<file path="config.mk">
export PLATFORM = sky130hd
export DESIGN_NAME = seg_display_monitor
export DESIGN_NICKNAME = d
export VERILOG_FILES = /design/src/rtl/seg_pkg.sv /design/src/rtl/seg_stable_filter.sv /design/src/rtl/seg_display_monitor.sv
export SDC_FILE = /design/constraint.sdc
export NUM_CORES = 1
export LEC_CHECK = 0
export CAP_MARGIN = 20
export CORE_UTILIZATION = 50
export DETAILED_ROUTE_END_ITERATION = 6
export PLACE_DENSITY = 0.83
export SYNTH_ARGS = -nofsm -noshare
export SYNTH_HDL_FRONTEND = slang
export SYNTH_SLANG_ARGS = --single-unit
</file>
<file path="constraint.sdc">
create_clock -name clk -period 3.4 [get_ports clk]
set_input_delay 1.02 -clock clk [delete_from_list [all_inputs] [get_ports clk]]
set_output_delay 1.02 -clock clk [all_outputs]
set_load 0.01 [all_outputs]
</file>
<file path="src/rtl/seg_pkg.sv">
// Shared definitions for the seven-segment display monitor: segment code table,
// segment-to-BCD decode and frame FSM state encoding.
package seg_pkg;

  // abcdefg, active low (0 = segment lit)
  localparam logic [6:0] SEG_0 = 7'b0000001;
  localparam logic [6:0] SEG_1 = 7'b1001111;
  localparam logic [6:0] SEG_2 = 7'b0010010;
  localparam logic [6:0] SEG_3 = 7'b0000110;
  localparam logic [6:0] SEG_4 = 7'b1001100;
  localparam logic [6:0] SEG_5 = 7'b0100100;
  localparam logic [6:0] SEG_6 = 7'b0100000;
  localparam logic [6:0] SEG_7 = 7'b0001111;
  localparam logic [6:0] SEG_8 = 7'b0000000;
  localparam logic [6:0] SEG_9 = 7'b0001100;

  typedef logic [1:0] frame_state_t;

  localparam frame_state_t ST_IDLE      = 2'd0;
  localparam frame_state_t ST_HAVE_ONES = 2'd1;
  localparam frame_state_t ST_HAVE_TENS = 2'd2;
  localparam frame_state_t ST_EMIT      = 2'd3;

  // Returns {legal, digit[3:0]}; illegal codes return all zeros.
  function automatic logic [4:0] seg_to_bcd(input logic [6:0] seg);
    case (seg)
      SEG_0:   return {1'b1, 4'd0};
      SEG_1:   return {1'b1, 4'd1};
      SEG_2:   return {1'b1, 4'd2};
      SEG_3:   return {1'b1, 4'd3};
      SEG_4:   return {1'b1, 4'd4};
      SEG_5:   return {1'b1, 4'd5};
      SEG_6:   return {1'b1, 4'd6};
      SEG_7:   return {1'b1, 4'd7};
      SEG_8:   return {1'b1, 4'd8};
      SEG_9:   return {1'b1, 4'd9};
      default: return 5'b0;
    endcase
  endfunction

endpackage

</file>
<file path="src/rtl/seg_stable_filter.sv">
// Synchronises the segment/anode bus and emits one accept pulse per stable
// single-anode sample, together with the slot and segment code that was seen.
module seg_stable_filter #(
  parameter int STABLE_CYCLES = 4,
  parameter int SYNC_STAGES   = 2
) (
  input  logic       clk,
  input  logic       rst_n,
  input  logic [6:0] seg_n,
  input  logic [1:0] an_n,
  output logic       accept,
  output logic       slot,
  output logic [6:0] code
);

  localparam logic [7:0] STABLE = 8'(STABLE_CYCLES);

  logic [SYNC_STAGES-1:0][6:0] seg_sync;
  logic [SYNC_STAGES-1:0][1:0] an_sync;
  logic [6:0] cur_seg, prev_seg;
  logic [1:0] cur_an, prev_an;
  logic [7:0] cnt, cnt_next;
  logic       valid, same, hit;

  assign cur_seg = seg_sync[SYNC_STAGES-1];
  assign cur_an  = an_sync[SYNC_STAGES-1];
  assign valid   = (cur_an == 2'b10) || (cur_an == 2'b01);
  assign same    = (cur_an == prev_an) && (cur_seg == prev_seg);

  always_comb begin
    cnt_next = cnt;
    if (!valid)
      cnt_next = 8'd0;
    else if (!same)
      cnt_next = 8'd1;
    else if (cnt != 8'hFF)
      cnt_next = cnt + 8'd1;
  end

  // A reload to 1 is a fresh period even when the count was already 1.
  assign hit = valid && (cnt_next == STABLE) && (!same || (cnt != STABLE));

  always_ff @(posedge clk or negedge rst_n) begin
    if (!rst_n) begin
      seg_sync <= '0;
      an_sync  <= '0;
      prev_seg <= '0;
      prev_an  <= '0;
      cnt      <= '0;
      accept   <= 1'b0;
      slot     <= 1'b0;
      code     <= '0;
    end else begin
      seg_sync <= {seg_sync[SYNC_STAGES-2:0], seg_n};
      an_sync  <= {an_sync[SYNC_STAGES-2:0], an_n};
      prev_seg <= cur_seg;
      prev_an  <= cur_an;
      cnt      <= cnt_next;
      accept   <= hit;
      slot     <= cur_an[0];
      code     <= cur_seg;
    end
  end

endmodule

</file>
<file path="src/rtl/seg_display_monitor.sv">
// Recovers the two BCD digits shown on a multiplexed active-low seven-segment
// bus and delivers them as a packed frame over a valid/ready handshake.
//
// state      | meaning
// IDLE       | no digit captured for the current frame
// HAVE_ONES  | ones digit captured, waiting for tens
// HAVE_TENS  | tens digit captured, waiting for ones
// EMIT       | both digits captured, loading the output frame
module seg_display_monitor
  import seg_pkg::*;
#(
  parameter int STABLE_CYCLES = 4,
  parameter int SYNC_STAGES   = 2
) (
  input  logic       clk,
  input  logic       rst_n,
  input  logic [6:0] seg_n,
  input  logic [1:0] an_n,
  output logic [7:0] frame_data,
  output logic       frame_valid,
  input  logic       frame_ready,
  output logic [1:0] pattern_err,
  output logic       overrun,
  input  logic       err_clr
);

  logic         accept, slot;
  logic [6:0]   code;
  logic [4:0]   dec;
  logic         legal, ones_cap, tens_cap;
  logic [1:0]   err_set;
  logic [3:0]   ones_d, tens_d;
  logic         have_ones, have_tens;
  frame_state_t state, state_next;

  seg_stable_filter #(
    .STABLE_CYCLES(STABLE_CYCLES),
    .SYNC_STAGES  (SYNC_STAGES)
  ) u_filter (
    .clk   (clk),
    .rst_n (rst_n),
    .seg_n (seg_n),
    .an_n  (an_n),
    .accept(accept),
    .slot  (slot),
    .code  (code)
  );

  assign dec      = seg_to_bcd(code);
  assign legal    = dec[4];
  assign ones_cap = accept && legal && !slot;
  assign tens_cap = accept && legal && slot;
  assign err_set  = {accept && !legal && slot, accept && !legal && !slot};

  always_comb begin
    state_next = state;
    case (state)
      ST_IDLE: begin
        if (ones_cap)      state_next = ST_HAVE_ONES;
        else if (tens_cap) state_next = ST_HAVE_TENS;
      end
      ST_HAVE_ONES: if (tens_cap && have_ones) state_next = ST_EMIT;
      ST_HAVE_TENS: if (ones_cap && have_tens) state_next = ST_EMIT;
      default: begin
        // A capture landing in the EMIT cycle starts the next frame.
        if (ones_cap)      state_next = ST_HAVE_ONES;
        else if (tens_cap) state_next = ST_HAVE_TENS;
        else               state_next = ST_IDLE;
      end
    endcase
  end

  always_ff @(posedge clk or negedge rst_n) begin
    if (!rst_n) begin
      state       <= ST_IDLE;
      ones_d      <= '0;
      tens_d      <= '0;
      have_ones   <= 1'b0;
      have_tens   <= 1'b0;
      frame_data  <= '0;
      frame_valid <= 1'b0;
      pattern_err <= '0;
      overrun     <= 1'b0;
    end else begin
      state <= state_next;
      if (ones_cap) ones_d <= dec[3:0];
      if (tens_cap) tens_d <= dec[3:0];

      if (state == ST_EMIT) begin
        have_ones   <= ones_cap;
        have_tens   <= tens_cap;
        frame_data  <= {tens_d, ones_d};
        frame_valid <= 1'b1;
      end else begin
        have_ones <= have_ones | ones_cap;
        have_tens <= have_tens | tens_cap;
        if (frame_valid && frame_ready) frame_valid <= 1'b0;
      end

      pattern_err <= err_set | (pattern_err & ~{tens_cap, ones_cap} & ~{2{err_clr}});
      overrun     <= ((state == ST_EMIT) && frame_valid && !frame_ready) |
                     (overrun & ~err_clr);
    end
  end

endmodule

</file>
==> results.txt <==
Status: finished, final reports clean
Antenna violations before repair: 0
Gr ovfl total: 0
Core Region: 5107 µm²
Worst setup margin: 1.058 ns
FF+latch count, synth: 60
Drc violations: 0
EDFF count, synth: 0
Port Buffers: 24
Worst-path fanout max: 11
Launching point of the worst reg2reg path: u_filter.code[3]
Fin Hold WS: 0.3442 ns
Hold Crit Endpoint: u_filter.cur_seg[3]
Synth warn: 0
Worst slack, placed: 1.074 ns
Final Max Slew Viols: 0
# IOs: 25
Final Hold Fails: 0
Post-Route Setup TNS: 0 ns
Top cells by area in the synthesized netlist: dfrtp_1 (56%), mux2_2 (5.1%), xor2_1 (3.3%)
Most common cell after layout, fill and taps aside: dfrtp_1
Share of post-route cells with drive strength above 1: 17.32%
CP Data Arrival Time: 2.57 ns
Worst Hold Class: reg -> reg
WL final: 4.210 mm
Die H: 74.91 µm
Syn_nets: 244
Die Wd: 74.91 µm
Final GP Congestion: 0.8246
Top-area cell type share of the netlist area: 56.50%
Worst Reg-to-Reg Cells: 6
CTS buffer count: 9
Largest net degree at the start of global routing: 34
Minimum clock period after layout: 2.342 ns
Top FF cell, synth: dfrtp_1
Area Growth Syn to Fin: 18.93%
Root Buffer Master: clkbuf_8
CTS sink cnt: 60
Drt via density: 5.259
Final period util: 68.88%
Post-synth top area cell: dfrtp_1
Synthesized cell area: 2658 µm²
# hold bufs at CTS: 0
Critical path type: reg -> reg
H-tree lvl count: 3
Resize count post-CTS: 0
Layout Nets: 268
Initial Util: 52.03%
Sequential share of the synthesized area: 56.50%
Clock latency on the worst-skew pair: 0.34 ns
Power density cells: 506.3 nW/µm²
First-pass GRT wire length: 7.058 mm
Hold path startpoint: u_filter.seg_sync[3]
Most frequent cells in the layout: dfrtp_1 (60), clkdlybuf4s50_1 (23), o21ai_0 (14), nor2_1 (14), mux2_2 (12)
GR Util All Layers: 17.71%
Req. time, crit path: 3.63 ns
ANT nets after route: 0
Ys async rst share: 100.0%
Reg2reg end: state[1]
MaxCap Viol Count: 0
DR WL/cell: 12.99 µm
Clk_skew: 0.005596 ns
Hold Path Stages: 0
CP startpoint kind: flop
Max-slew headroom: 55.69%
Finish-stage setup viols: 0
Worst-margin pin slew: 0.6647 ns
Mapped Cells: 225
Leakage power: 1.332 nW
Setup bufs post-CTS: 0
Inserted Diodes: 0
Via Count: 1,704
Vias in the first global route: 1,643
Mapped Avg Cell Area: 11.81 µm²
CTS max path bufs: 2
CTS tree: yes
Max Freq: 0.4270 GHz
Clk slew on worst S/H paths: 0.07 ns
Count of different cell masters after synthesis: 48
Flop2flop setup slack: 1.06 ns
Pre-Repair DR Iteration Count: 4
Maximum VDD drop: 0.3312 mV
DIE AREA: 5611 µm²
Dpl hpwl: 2.994 mm
Initial drt markers: 83
Rows: 26
RSZ-0062 raised after global routing: no
Crit end category: flop
## worst max-delay path by stage
| stage | to | cells past startpoint | from |
|---|---|---|---|
| 4_1_cts | state[1] | 6 | u_filter.code[3] |
| 2_1_floorplan | state[1] | 7 | u_filter.code[0] |
| 5_1_grt | tens_d[3] | 5 | u_filter.code[5] |
| 6_report | state[1] | 6 | u_filter.code[3] |
| 3_5_place_dp | tens_d[3] | 5 | u_filter.code[3] |
| 3_3_place_gp | state[1] | 6 | u_filter.code[3] |
## final cells by class
class / count / area [µm²]
inverter: 11 / 41.29
timing repair buffer: 25 / 255.2
sequential: 60 / 1501
clock inverter: 7 / 123.9
clock buffer: 9 / 123.9
fill: 418 / 1947
multi-input combinational: 142 / 1027
tap: 70 / 87.58
## synthesized netlist by cell type, drive strengths merged, types with 4 or more instances
cell	number
dfrtp	60
nor2	15
o21ai	14
mux2	13
inv	11
nand2	11
xor2	10
nand3	9
buf	7
a21oi	6
ha	6
nand3b	6
a211oi	5
clkbuf	5
nor3	5
nor4	5
or2	4
or3	4
xnor2	4
## sequential cells by signal, indices dropped and copies added, names as in the netlist, 4 cells and up
register,flops
u_filter.cnt,8
tens_d,4
ones_d,4
u_filter.code,7
frame_data,8
u_filter.seg_sync,7
u_filter.cur_seg,7
## critical path: stages (launching register included)
cell and delay (ns):
dfrtp_1 0.51, or2_4 0.32, nor4_1 0.30, nor3_2 0.17
a2111oi_4 0.38, a2bb2oi_2 0.22, mux2_4 0.32
## cell families after synthesis
family	synth area share, %
AO/OA/AOI/OAI	9.888
XOR/XNOR	4.614
AND/OR/NAND/NOR	14.93
buffers and inverters	4.849
multiplexers	6.403
flip-flops	56.50
adder cells (fa/ha/maj)	2.825
## stage by stage
| stage | total power, mW | cells | utilization (%) | area (µm²) |
|---|---|---|---|---|
| 2_1_floorplan | 0.8022 | 225 | - | 2658 |
| 3_3_place_gp | 0.8311 | 308 | 57.03 | 2913 |
| 3_5_place_dp | 0.8338 | 308 | 57.03 | 2913 |
| 4_1_cts | 1.619 | 324 | 61.88 | 3161 |
| 5_1_grt | 1.653 | 324 | 61.88 | 3161 |
| 6_report | 1.600 | 324 | 61.88 | 3161 |
## routing by layer
metal  up-vias  global-route usage [%]  routed length (µm)
li1        834                       -                   -
met1       822                   21.49                1982
met2        33                   26.63                1928
met3        15                   5.489                 150
met4         0                   13.21                 148
met5         -                       0                   0
## power breakdown
group / switching [mW] / total [mW] / internal [mW] / leakage [nW]
clock: 0.290 / 0.781 / 0.491 / 0.120
sequential: 0.0194 / 0.751 / 0.731 / 0.774
combinational: 0.0338 / 0.0683 / 0.0346 / 0.438
Note: power is estimated with default switching activity, not from simulation.
